File: src/rtl/wb_arbiter_pkg.sv
// Shared definitions for the write-back arbiter: widths, source encodings, default FIFO depth.
// Build option: define WB_ROUND_ROBIN_EN for MEM/MDU round-robin; otherwise MEM has fixed priority.
package wb_arbiter_pkg;

    localparam int WB_AW         = 5;
    localparam int WB_DW         = 32;
    localparam int WB_FIFO_DEPTH = 2;
    localparam int NUM_REGS      = 32;

    typedef enum logic [1:0] {
        SRC_NONE = 2'd0,
        SRC_ALU  = 2'd1,
        SRC_MEM  = 2'd2,
        SRC_MDU  = 2'd3
    } src_e;

    typedef enum logic {
        RR_MEM = 1'b0,
        RR_MDU = 1'b1
    } rr_e;

endpackage

File: src/rtl/wb_arbiter_fifo.sv
// Small synchronous FIFO of {waddr, wdata} entries; exports per-entry valid/address for hazard tracking.
module wb_fifo #(
    parameter int DEPTH = 2,
    parameter int AW    = 5,
    parameter int DW    = 32
) (
    input  logic                      clk,
    input  logic                      rst,
    input  logic                      pushValid_i,
    output logic                      pushReady_o,
    input  logic [AW-1:0]             pushAddr_i,
    input  logic [DW-1:0]             pushData_i,
    input  logic                      pop_i,
    output logic                      empty_o,
    output logic [AW-1:0]             headAddr_o,
    output logic [DW-1:0]             headData_o,
    output logic [DEPTH-1:0]          entryValid_o,
    output logic [DEPTH-1:0][AW-1:0]  entryAddr_o
);

    localparam int PW = $clog2(DEPTH);
    localparam int CW = PW + 1;

    logic [DEPTH-1:0][AW-1:0] addrMem_q;
    logic [DEPTH-1:0][DW-1:0] dataMem_q;
    logic [DEPTH-1:0]         valid_q, valid_d;
    logic [PW-1:0]            wrPtr_q, wrPtr_d, rdPtr_q, rdPtr_d;
    logic [CW-1:0]            count_q, count_d;
    logic                     full, doPush, doPop;

    // Ready depends only on occupancy; writes to r0 are handshaken but dropped.
    assign full        = (count_q == CW'(DEPTH));
    assign pushReady_o = !full;
    assign empty_o     = (count_q == '0);
    assign doPush      = pushValid_i && !full && (pushAddr_i != '0);
    assign doPop       = pop_i && !empty_o;

    always_comb begin
        wrPtr_d = wrPtr_q;
        rdPtr_d = rdPtr_q;
        valid_d = valid_q;
        count_d = count_q + CW'(doPush) - CW'(doPop);
        if (doPop) begin
            valid_d[rdPtr_q] = 1'b0;
            rdPtr_d          = rdPtr_q + PW'(1);
        end
        if (doPush) begin
            valid_d[wrPtr_q] = 1'b1;
            wrPtr_d          = wrPtr_q + PW'(1);
        end
    end

    always_ff @(posedge clk) begin
        if (rst) begin
            wrPtr_q <= '0;
            rdPtr_q <= '0;
            valid_q <= '0;
            count_q <= '0;
        end else begin
            wrPtr_q <= wrPtr_d;
            rdPtr_q <= rdPtr_d;
            valid_q <= valid_d;
            count_q <= count_d;
        end
    end

    always_ff @(posedge clk) begin
        if (doPush) begin
            addrMem_q[wrPtr_q] <= pushAddr_i;
            dataMem_q[wrPtr_q] <= pushData_i;
        end
    end

    assign headAddr_o   = addrMem_q[rdPtr_q];
    assign headData_o   = dataMem_q[rdPtr_q];
    assign entryValid_o = valid_q;
    assign entryAddr_o  = addrMem_q;

endmodule

File: src/rtl/wb_arbiter.sv
// Write-back arbiter: ALU writes directly, MEM/MDU results buffered and drained into idle slots.
// Build option WB_ROUND_ROBIN_EN selects MEM/MDU round-robin; default is fixed MEM-over-MDU priority.
module wb_arbiter
    import wb_arbiter_pkg::*;
#(
    parameter int FIFO_DEPTH = WB_FIFO_DEPTH,
    parameter int AW         = WB_AW,
    parameter int DW         = WB_DW
) (
    input  logic          clk,
    input  logic          rst,
    input  logic          alu_we,
    input  logic [AW-1:0] alu_waddr,
    input  logic [DW-1:0] alu_wdata,
    input  logic          mem_valid,
    output logic          mem_ready,
    input  logic [AW-1:0] mem_waddr,
    input  logic [DW-1:0] mem_wdata,
    input  logic          mdu_valid,
    output logic          mdu_ready,
    input  logic [AW-1:0] mdu_waddr,
    input  logic [DW-1:0] mdu_wdata,
    output logic          rf_we,
    output logic [AW-1:0] rf_waddr,
    output logic [DW-1:0] rf_wdata,
    output logic [31:0]   pend_mask,
    output logic          idle
);

    logic                          memEmpty, mduEmpty, memPop, mduPop, aluHit;
    logic [AW-1:0]                 memHeadAddr, mduHeadAddr;
    logic [DW-1:0]                 memHeadData, mduHeadData;
    logic [FIFO_DEPTH-1:0]         memEntryValid, mduEntryValid;
    logic [FIFO_DEPTH-1:0][AW-1:0] memEntryAddr, mduEntryAddr;
    logic                          rfWe_q, rfWe_d;
    logic [AW-1:0]                 rfWaddr_q, rfWaddr_d;
    logic [DW-1:0]                 rfWdata_q, rfWdata_d;
    logic [31:0]                   pendMask;
    src_e                          sel;

    wb_fifo #(.DEPTH(FIFO_DEPTH), .AW(AW), .DW(DW)) memFifo (
        .clk(clk), .rst(rst),
        .pushValid_i(mem_valid), .pushReady_o(mem_ready),
        .pushAddr_i(mem_waddr), .pushData_i(mem_wdata),
        .pop_i(memPop), .empty_o(memEmpty),
        .headAddr_o(memHeadAddr), .headData_o(memHeadData),
        .entryValid_o(memEntryValid), .entryAddr_o(memEntryAddr)
    );

    wb_fifo #(.DEPTH(FIFO_DEPTH), .AW(AW), .DW(DW)) mduFifo (
        .clk(clk), .rst(rst),
        .pushValid_i(mdu_valid), .pushReady_o(mdu_ready),
        .pushAddr_i(mdu_waddr), .pushData_i(mdu_wdata),
        .pop_i(mduPop), .empty_o(mduEmpty),
        .headAddr_o(mduHeadAddr), .headData_o(mduHeadData),
        .entryValid_o(mduEntryValid), .entryAddr_o(mduEntryAddr)
    );

    assign aluHit = alu_we && (alu_waddr != '0);

`ifdef WB_ROUND_ROBIN_EN
    rr_e rrPtr_q, rrPtr_d;

    always_ff @(posedge clk) begin
        if (rst) rrPtr_q <= RR_MEM;
        else     rrPtr_q <= rrPtr_d;
    end

    // After a FIFO grant the other source gets first claim next time.
    always_comb begin
        rrPtr_d = rrPtr_q;
        if (sel == SRC_MEM)      rrPtr_d = RR_MDU;
        else if (sel == SRC_MDU) rrPtr_d = RR_MEM;
    end

    always_comb begin
        sel = SRC_NONE;
        if (aluHit)                                          sel = SRC_ALU;
        else if (!memEmpty && (mduEmpty || rrPtr_q == RR_MEM)) sel = SRC_MEM;
        else if (!mduEmpty)                                  sel = SRC_MDU;
    end
`else
    always_comb begin
        sel = SRC_NONE;
        if (aluHit)         sel = SRC_ALU;
        else if (!memEmpty) sel = SRC_MEM;
        else if (!mduEmpty) sel = SRC_MDU;
    end
`endif

    always_comb begin
        rfWe_d    = 1'b0;
        rfWaddr_d = rfWaddr_q;
        rfWdata_d = rfWdata_q;
        memPop    = 1'b0;
        mduPop    = 1'b0;
        unique case (sel)
            SRC_ALU: begin
                rfWe_d = 1'b1; rfWaddr_d = alu_waddr; rfWdata_d = alu_wdata;
            end
            SRC_MEM: begin
                rfWe_d = 1'b1; rfWaddr_d = memHeadAddr; rfWdata_d = memHeadData; memPop = 1'b1;
            end
            SRC_MDU: begin
                rfWe_d = 1'b1; rfWaddr_d = mduHeadAddr; rfWdata_d = mduHeadData; mduPop = 1'b1;
            end
            default: ;
        endcase
    end

    always_ff @(posedge clk) begin
        if (rst) begin
            rfWe_q    <= 1'b0;
            rfWaddr_q <= '0;
            rfWdata_q <= '0;
        end else begin
            rfWe_q    <= rfWe_d;
            rfWaddr_q <= rfWaddr_d;
            rfWdata_q <= rfWdata_d;
        end
    end

    // Register 0 is never written, so its pending bit stays clear.
    always_comb begin
        pendMask = '0;
        for (int r = 1; r < 32; r++) begin
            for (int e = 0; e < FIFO_DEPTH; e++) begin
                if ((memEntryValid[e] && memEntryAddr[e] == AW'(r)) ||
                    (mduEntryValid[e] && mduEntryAddr[e] == AW'(r)))
                    pendMask[r] = 1'b1;
            end
            if (rfWe_q && rfWaddr_q == AW'(r)) pendMask[r] = 1'b1;
        end
    end

    assign rf_we     = rfWe_q;
    assign rf_waddr  = rfWaddr_q;
    assign rf_wdata  = rfWdata_q;
    assign pend_mask = pendMask;
    assign idle      = memEmpty && mduEmpty && !rfWe_q;

endmodule
File: config.mk
export PLATFORM = sky130hd
export DESIGN_NAME = wb_arbiter
export DESIGN_NICKNAME = d
export VERILOG_FILES = /design/src/rtl/wb_arbiter_pkg.sv /design/src/rtl/wb_arbiter_fifo.sv /design/src/rtl/wb_arbiter.sv
export SDC_FILE = /design/constraint.sdc
export NUM_CORES = 1
export LEC_CHECK = 0
export CAP_MARGIN = 20
export CORE_MARGIN = 3
export CORE_UTILIZATION = 45
export DETAILED_ROUTE_END_ITERATION = 8
export DONT_BUFFER_PORTS = 1
export GPL_TIMING_DRIVEN = 0
export PLACE_DENSITY = 0.65
export RECOVER_POWER = 100
export SYNTH_ARGS = -nofsm -noshare
export SYNTH_HDL_FRONTEND = slang
export SYNTH_SLANG_ARGS = --single-unit
export TNS_END_PERCENT = 5
File: constraint.sdc
create_clock -name clk -period 3.28 [get_ports clk]
set_input_delay 0.164 -clock clk [delete_from_list [all_inputs] [get_ports clk]]
set_output_delay 0.164 -clock clk [all_outputs]
set_load 0.05 [all_outputs]
After elaboration in Yosys (flattened, before gate mapping)
Index checks and enable logic that the tools add are counted.

storage, ports and cells
  logic and storage cells = 576
  register bits = 198
  output and inout bits = 73

operators by class
  multiplexer cells = 133
  reduce and logical (&&, ||, !) cells = 242
  equality and inequality tests = 160
  bitwise gates (word level) = 6
  order comparisons = 8
  add/sub/neg operators = 8

operator list
  kind                                                                           number
  5-bit == test (second input constant)                                          80
  5-bit by 4-bit == test with 1-bit output (second input constant)               40
  32-bit 2-to-1 mux                                                              6
  1-bit logical AND                                                              168
  64-bit bitwise mux                                                             2
  5-bit by 3-bit == test with 1-bit output (second input constant)               20
  1-bit 2-to-1 mux                                                               100
  32-bit case mux with 3 select lines                                            1
  32-bit demux with 1-bit select                                                 2
  1-bit logical OR                                                               62
  5-bit by 2-bit == test with 1-bit output (second input constant)               10
  5-bit 2-to-1 mux                                                               6
  5-bit by 1-bit == test with 1-bit output (second input constant)               5
  10-bit bitwise mux                                                             2
  5-bit case mux with 3 select lines                                             1
  5-bit nonzero test                                                             3
  2-bit 2-to-1 mux                                                               7
  5-bit demux with 1-bit select                                                  2
  2-bit == test (second input constant)                                          4
  1-bit by 2-bit less-than comparator with 1-bit output (second input constant)  4
  1-bit zero test                                                                5
  1-bit adder (second input constant)                                            4
  2-bit by 1-bit adder with 2-bit output                                         2
  2-bit bitwise AND                                                              2
  other kinds (9)                                                                19

Depth between registers and ports, before layout
  depth in word-level cells = 10
  depth in mapped cells = 10

Hierarchy
From an unflattened synthesis, not the netlist that was laid out.

second synthesis, totals
  cell total of the unflattened synthesis = 772
  area total of the unflattened synthesis = 9689.3 um^2

by module, submodules not included
  module      cells each  times used  area an instance (um^2)
  wb_fifo     149         2           2964.1
  wb_arbiter  474         1           3761.1

Worst setup path after synthesis
Ideal clock, no wire load.

  kind = register -> register
  start point = register memFifo.count_q[0]
  end point = register memFifo.dataMem_q[0] (netlist bit), enable pin
  data required time = 2847 ps
  stages on the path, launching flop included = 4
  path buffers = 0
  clock period less this slack = 3155 ps
  path slack = 125 ps
  arrival time = 2722 ps
  cells stage by stage = dfxtp_1 -> nand2b_1 -> o211ai_1 -> nor2_1

on the way
  word-level cells in the longest chain between the ends = 4

RTL lines
  element                         RTL line               RTL
  start: declaration              wb_arbiter_fifo.sv:28  logic [CW-1:0] count_q, count_d;
  start signal: assignment        wb_arbiter_fifo.sv:63  count_q <= count_d;
  2-bit == test                   wb_arbiter_fifo.sv:32  assign full = (count_q == CW'(DEPTH));
  1-bit zero test                 --
  via mem_ready                   wb_arbiter.sv:16       output logic mem_ready,
  1-bit logical AND (2 in a row)  wb_arbiter_fifo.sv:35  assign doPush = pushValid_i && !full && (pushAddr_i != '0);
  end signal: indexed assignment  wb_arbiter_fifo.sv:70  dataMem_q[wrPtr_q] <= pushData_i;
  end: declaration                wb_arbiter_fifo.sv:25  logic [DEPTH-1:0][DW-1:0] dataMem_q;

The timed path passes the listed nets, and every way through them passes these cells.
A chain may end at the register's enable or synchronous reset.

Final worst setup path
  start point = register rfWaddr_q[4], in the netlist rf_waddr[4]
  end point = output pend_mask[30]

on the way
  word-level cells in the longest chain between the ends = 3

RTL lines
  element                   RTL line           RTL
  start: declaration        wb_arbiter.sv:36   logic [AW-1:0] rfWaddr_q, rfWaddr_d;
  start signal: assignment  wb_arbiter.sv:118  rfWaddr_q <= rfWaddr_d;
  5-bit == test             wb_arbiter.sv:132  if (rfWe_q && rfWaddr_q == AW'(r)) pendMask[r] = 1'b1;
  1-bit logical AND         wb_arbiter.sv:132
  1-bit 2-to-1 mux          wb_arbiter.sv:132
  end: declaration          wb_arbiter.sv:26   output logic [31:0] pend_mask,

Every way passes these cells.

==> run summary <==
First-pass GRT wire length -> 43.9 mm
Synthesized flop and latch total -> 198
Hold/Removal Path Class -> input port to flop
Total clock buffers created by CTS -> 17
Post-Synth Adder-Cell Area -> 0.275%
Cells taking the most area after synthesis -> edfxtp_1 (49%), dfxtp_1 (11%), mux2i_1 (8.1%), a221o_1 (4.0%), o31ai_1 (3.2%)
Remaining routing DRC violations -> 0
Per-cell routed wire length -> 24.8 um
Multiplexer fraction of the synthesized cell area -> 8.14%
Die outline area -> 22,000 um2
Standard-cell rows -> 51
Worst-margin pin slew -> 1.22 ns
Static power due to leakage -> 3.70 nW
Mean cell area of the mapped netlist -> 12.0 um2
Fmax achieved -> 319 MHz
Layout cells sized above 1 -> 5.79%
Most used cells in the layout excluding fill and tap cells -> edfxtp_1 (148), dlygate4sd3_1 (112), mux2i_1 (74)
Status -> finished, final reports clean
Library cell with the largest summed area after synthesis -> edfxtp_1
Via density -> 6.20
Initial Util -> 46.3%
Peak supply drop -> 370 uV
Critical Path Slowest Stage Cell -> o221ai_1
Area share of and/or/nand/nor cells after synthesis -> 12.3%
Clock-pin slew reported for the worst setup and hold paths after clock tree synthesis -> 0.06 ns
Synthesized net count -> 878
Number of primary I/O pins -> 189
Pin count of the biggest net entering global routing -> 38
Count of nets left with antenna violations after detail routing -> 0
PwrDens -> 556 nW/um2
Largest family of logic cells by synthesized area -> compound AO/OA/AOI/OAI gates
Final estimated routing congestion in global placement -> 0.971
Total congestion overflow after global routing -> 0
Post-Synthesis Cell Area -> 9100 um2
Chip height -> 148 um
Remaining max-slew budget at the tightest pin -> 20.1%
Post-synth top area share -> 48.8%
Setup repair after global routing missed its margin -> false
Number of distinct library cells after synthesis -> 46
Clk buf depth -> 2
Count of nets after finishing -> 1,020
Share of the synthesized area in compound gates (AO/OA/AOI/OAI) -> 15.9%
Post-layout minimum cycle time -> 3.13 ns
Total via count after detailed routing -> 7,319
Required arrival time at the worst endpoint -> 3.12 ns
Clock Sink Count -> 198
Proportion of synthesized flip-flops having asynchronous set or reset -> 0%
Die X -> 148 um
Number of antenna violations at the first check in global routing -> 0
Max incr delay on CP -> 1.06 ns
Number of violations of the max-capacitance limit -> 0
Final hold violations -> 0
Prevailing post-synth register cell -> edfxtp_1
Htree depth -> 4
Number of design-rule violations left by the first detailed-router iteration -> 587
Vias in the first global route -> 7,415
Count of warnings emitted by yosys -> 0
Beginning of the critical path -> rf_waddr[4]
Buffers on Ports -> 0
Clock Skew -> 0.0111 ns
Master cell of the clock root buffer -> clkbuf_16
Proportion of synthesized chip area in sequential cells -> 59.8%
Part of the cycle the worst path needs -> 95.5%
Endpoint of the most critical register-to-register path -> memFifo.dataMem_q[43]
Final setup violating endpoints -> 0
Aggregate global-route resource usage -> 26.3%
Overall power consumption -> 0.00624 W
Number of cells on the worst reg-to-reg path -> 6
CP Class -> flop to output pin
Capture point of the critical path -> pend_mask[30]
Launch instance of the worst register-to-register path -> memFifo.count_q[0]
Post-Synthesis Cells -> 760
Detailed placement HPWL -> 20.6 mm
Final standard cell area without fillers -> 11,200 um2
Flop-to-flop setup slack -> 0.25 ns
Cell chain of the critical path -> clkbuf_1, nand4b_1, o221ai_1
Total Wirelength -> 29.2 mm
Worst setup EP type -> output pin
CP Data Arrival Time -> 2.97 ns
Critical-path maximum fanout -> 9
Clock latency of the later-clocked register in the worst-skew pair -> 0.43 ns
Standard cell core area -> 19,700 um2
Share of the synthesized netlist area taken by xor and xnor gates -> 0.192%
Worst-case hold slack -> 0.0174 ns
Placed inst area -> 9580 um2
Number of fill cells in the layout -> 1,653
Diodes inserted -> 0
Number of slew-limit violations in the final report -> 0
Count of flip-flops with a built-in enable after synthesis -> 148
CTS tree -> built
Most common cell after layout, fill and taps aside -> edfxtp_1
Element type at the critical path start -> flop
Layout Area Growth over Synthesis -> 23.3%
Drt first pass iters -> 7
repair_timing:
| item | 4_1_cts | 5_1_grt |
|---|---|---|
| endpoints found under the setup margin | 0 | 0 |
| hold buffers | 112 | 0 |
| resized for setup | 0 | 0 |
| buffers inserted | 0 | 0 |
| endpoints found under the hold margin | 186 | 0 |
final cells by class:
type | instances | area (um2) | area share [%]
timing repair buffer | 123 | 1200 | 10.7
inverter | 9 | 33.8 | 0.301
clock inverter | 9 | 116 | 1.04
sequential | 198 | 5450 | 48.5
multi-input combinational | 493 | 3360 | 29.9
tap | 265 | 332 | 2.95
buffer | 60 | 274 | 2.44
clock buffer | 23 | 468 | 4.17
kinds of logic after synthesis:
logic type | Yosys count
buffers and inverters | 69
adders and majority gates | 2
muxes | 74
DFF | 198
other | 1
xor gates and xnor gates | 2
and+or+nand+nor | 220
AOI/OAI and AO/OA | 194
power breakdown:
group | switching (W) | internal, W | total [W]
Sequential | 0.000304 | 0.00289 | 0.00319
Combinational | 0.000629 | 0.000352 | 0.000982
Clock | 0.000889 | 0.00118 | 0.00206
Yosys cell counts (3+ instances only):
| cell type | count |
|---|---|
| or2_2 | 4 |
| inv_1 | 9 |
| a31oi_1 | 5 |
| nand4_1 | 9 |
| nor3b_1 | 7 |
| clkbuf_1 | 46 |
| o22ai_1 | 12 |
| nor3_1 | 19 |
| nand3_1 | 27 |
| nand4b_1 | 12 |
| edfxtp_1 | 148 |
| nor2_1 | 38 |
| buf_2 | 6 |
| nor2b_1 | 13 |
| dfxtp_1 | 50 |
| buf_6 | 5 |
| o32ai_1 | 3 |
| nand2_1 | 63 |
| o221ai_1 | 14 |
| o31ai_1 | 39 |
| nand2b_1 | 17 |
| mux2i_1 | 74 |
| or3_1 | 4 |
| o21a_1 | 4 |
| a221o_1 | 36 |
| a21oi_1 | 42 |
| o21ai_0 | 6 |
| a32oi_1 | 6 |
| a22oi_1 | 20 |
critical path, delay by kind of cell, from the launching register on:
kind	cells	cell delay (ns)
AO/OA/AOI/OAI	1	1.06
flip-flops	1	0.67
buffers and inverters	1	0.49
AND/OR/NAND/NOR	1	0.31
metrics by stage:
stage / setup TNS [ns] / cells / worst slack, ns / utilization (%)
after CTS: 0 / 1180 / 0.188 / 57.4
final: 0 / 1180 / 0.149 / 57.1
after floorplan: 0 / 760 / 0.125 / -
after detailed placement: 0 / 1036 / 0.563 / 48.7
after global routing: 0 / 1180 / 0.0686 / 57.1
after global placement: -95.27 / 1025 / -1.32 / 48.0
how the worst min path moves through the flow:
stage                       start                      end  slack (ns)  cells past startpoint
floorplan            mdu_wdata[0]     mduFifo.dataMem_q[0]        0.26                      0
global placement    mdu_wdata[10]    mduFifo.dataMem_q[10]        0.26                      0
detailed placement   mem_wdata[1]    memFifo.dataMem_q[33]        0.26                      0
CTS                           rst  memFifo.entryValid_o[0]       0.002                      2
global route         alu_waddr[2]       memFifo.count_q[1]        0.01                      3
finish                        rst  memFifo.entryValid_o[0]        0.02                      2
sequential cells by signal, indices dropped and copies added (netlist names), 2 cells and up:
register / count
mduFifo.dataMem_q: 64
memFifo.dataMem_q: 64
rf_wdata: 32
mduFifo.entryAddr_o: 10
memFifo.entryAddr_o: 10
rf_waddr: 5
mduFifo.count_q: 2
mduFifo.entryValid_o: 2
memFifo.count_q: 2
memFifo.entryValid_o: 2
layer usage:
metal	GRT usage, %	part of all wire [%]	vias to the layer above
met5	0	0	-
li1	-	-	3274
met3	5.61	7.4	80
met4	10.9	4.0	0
met1	32.4	38	3567
met2	45.0	50	398
(Power assumes the default switching activity.)
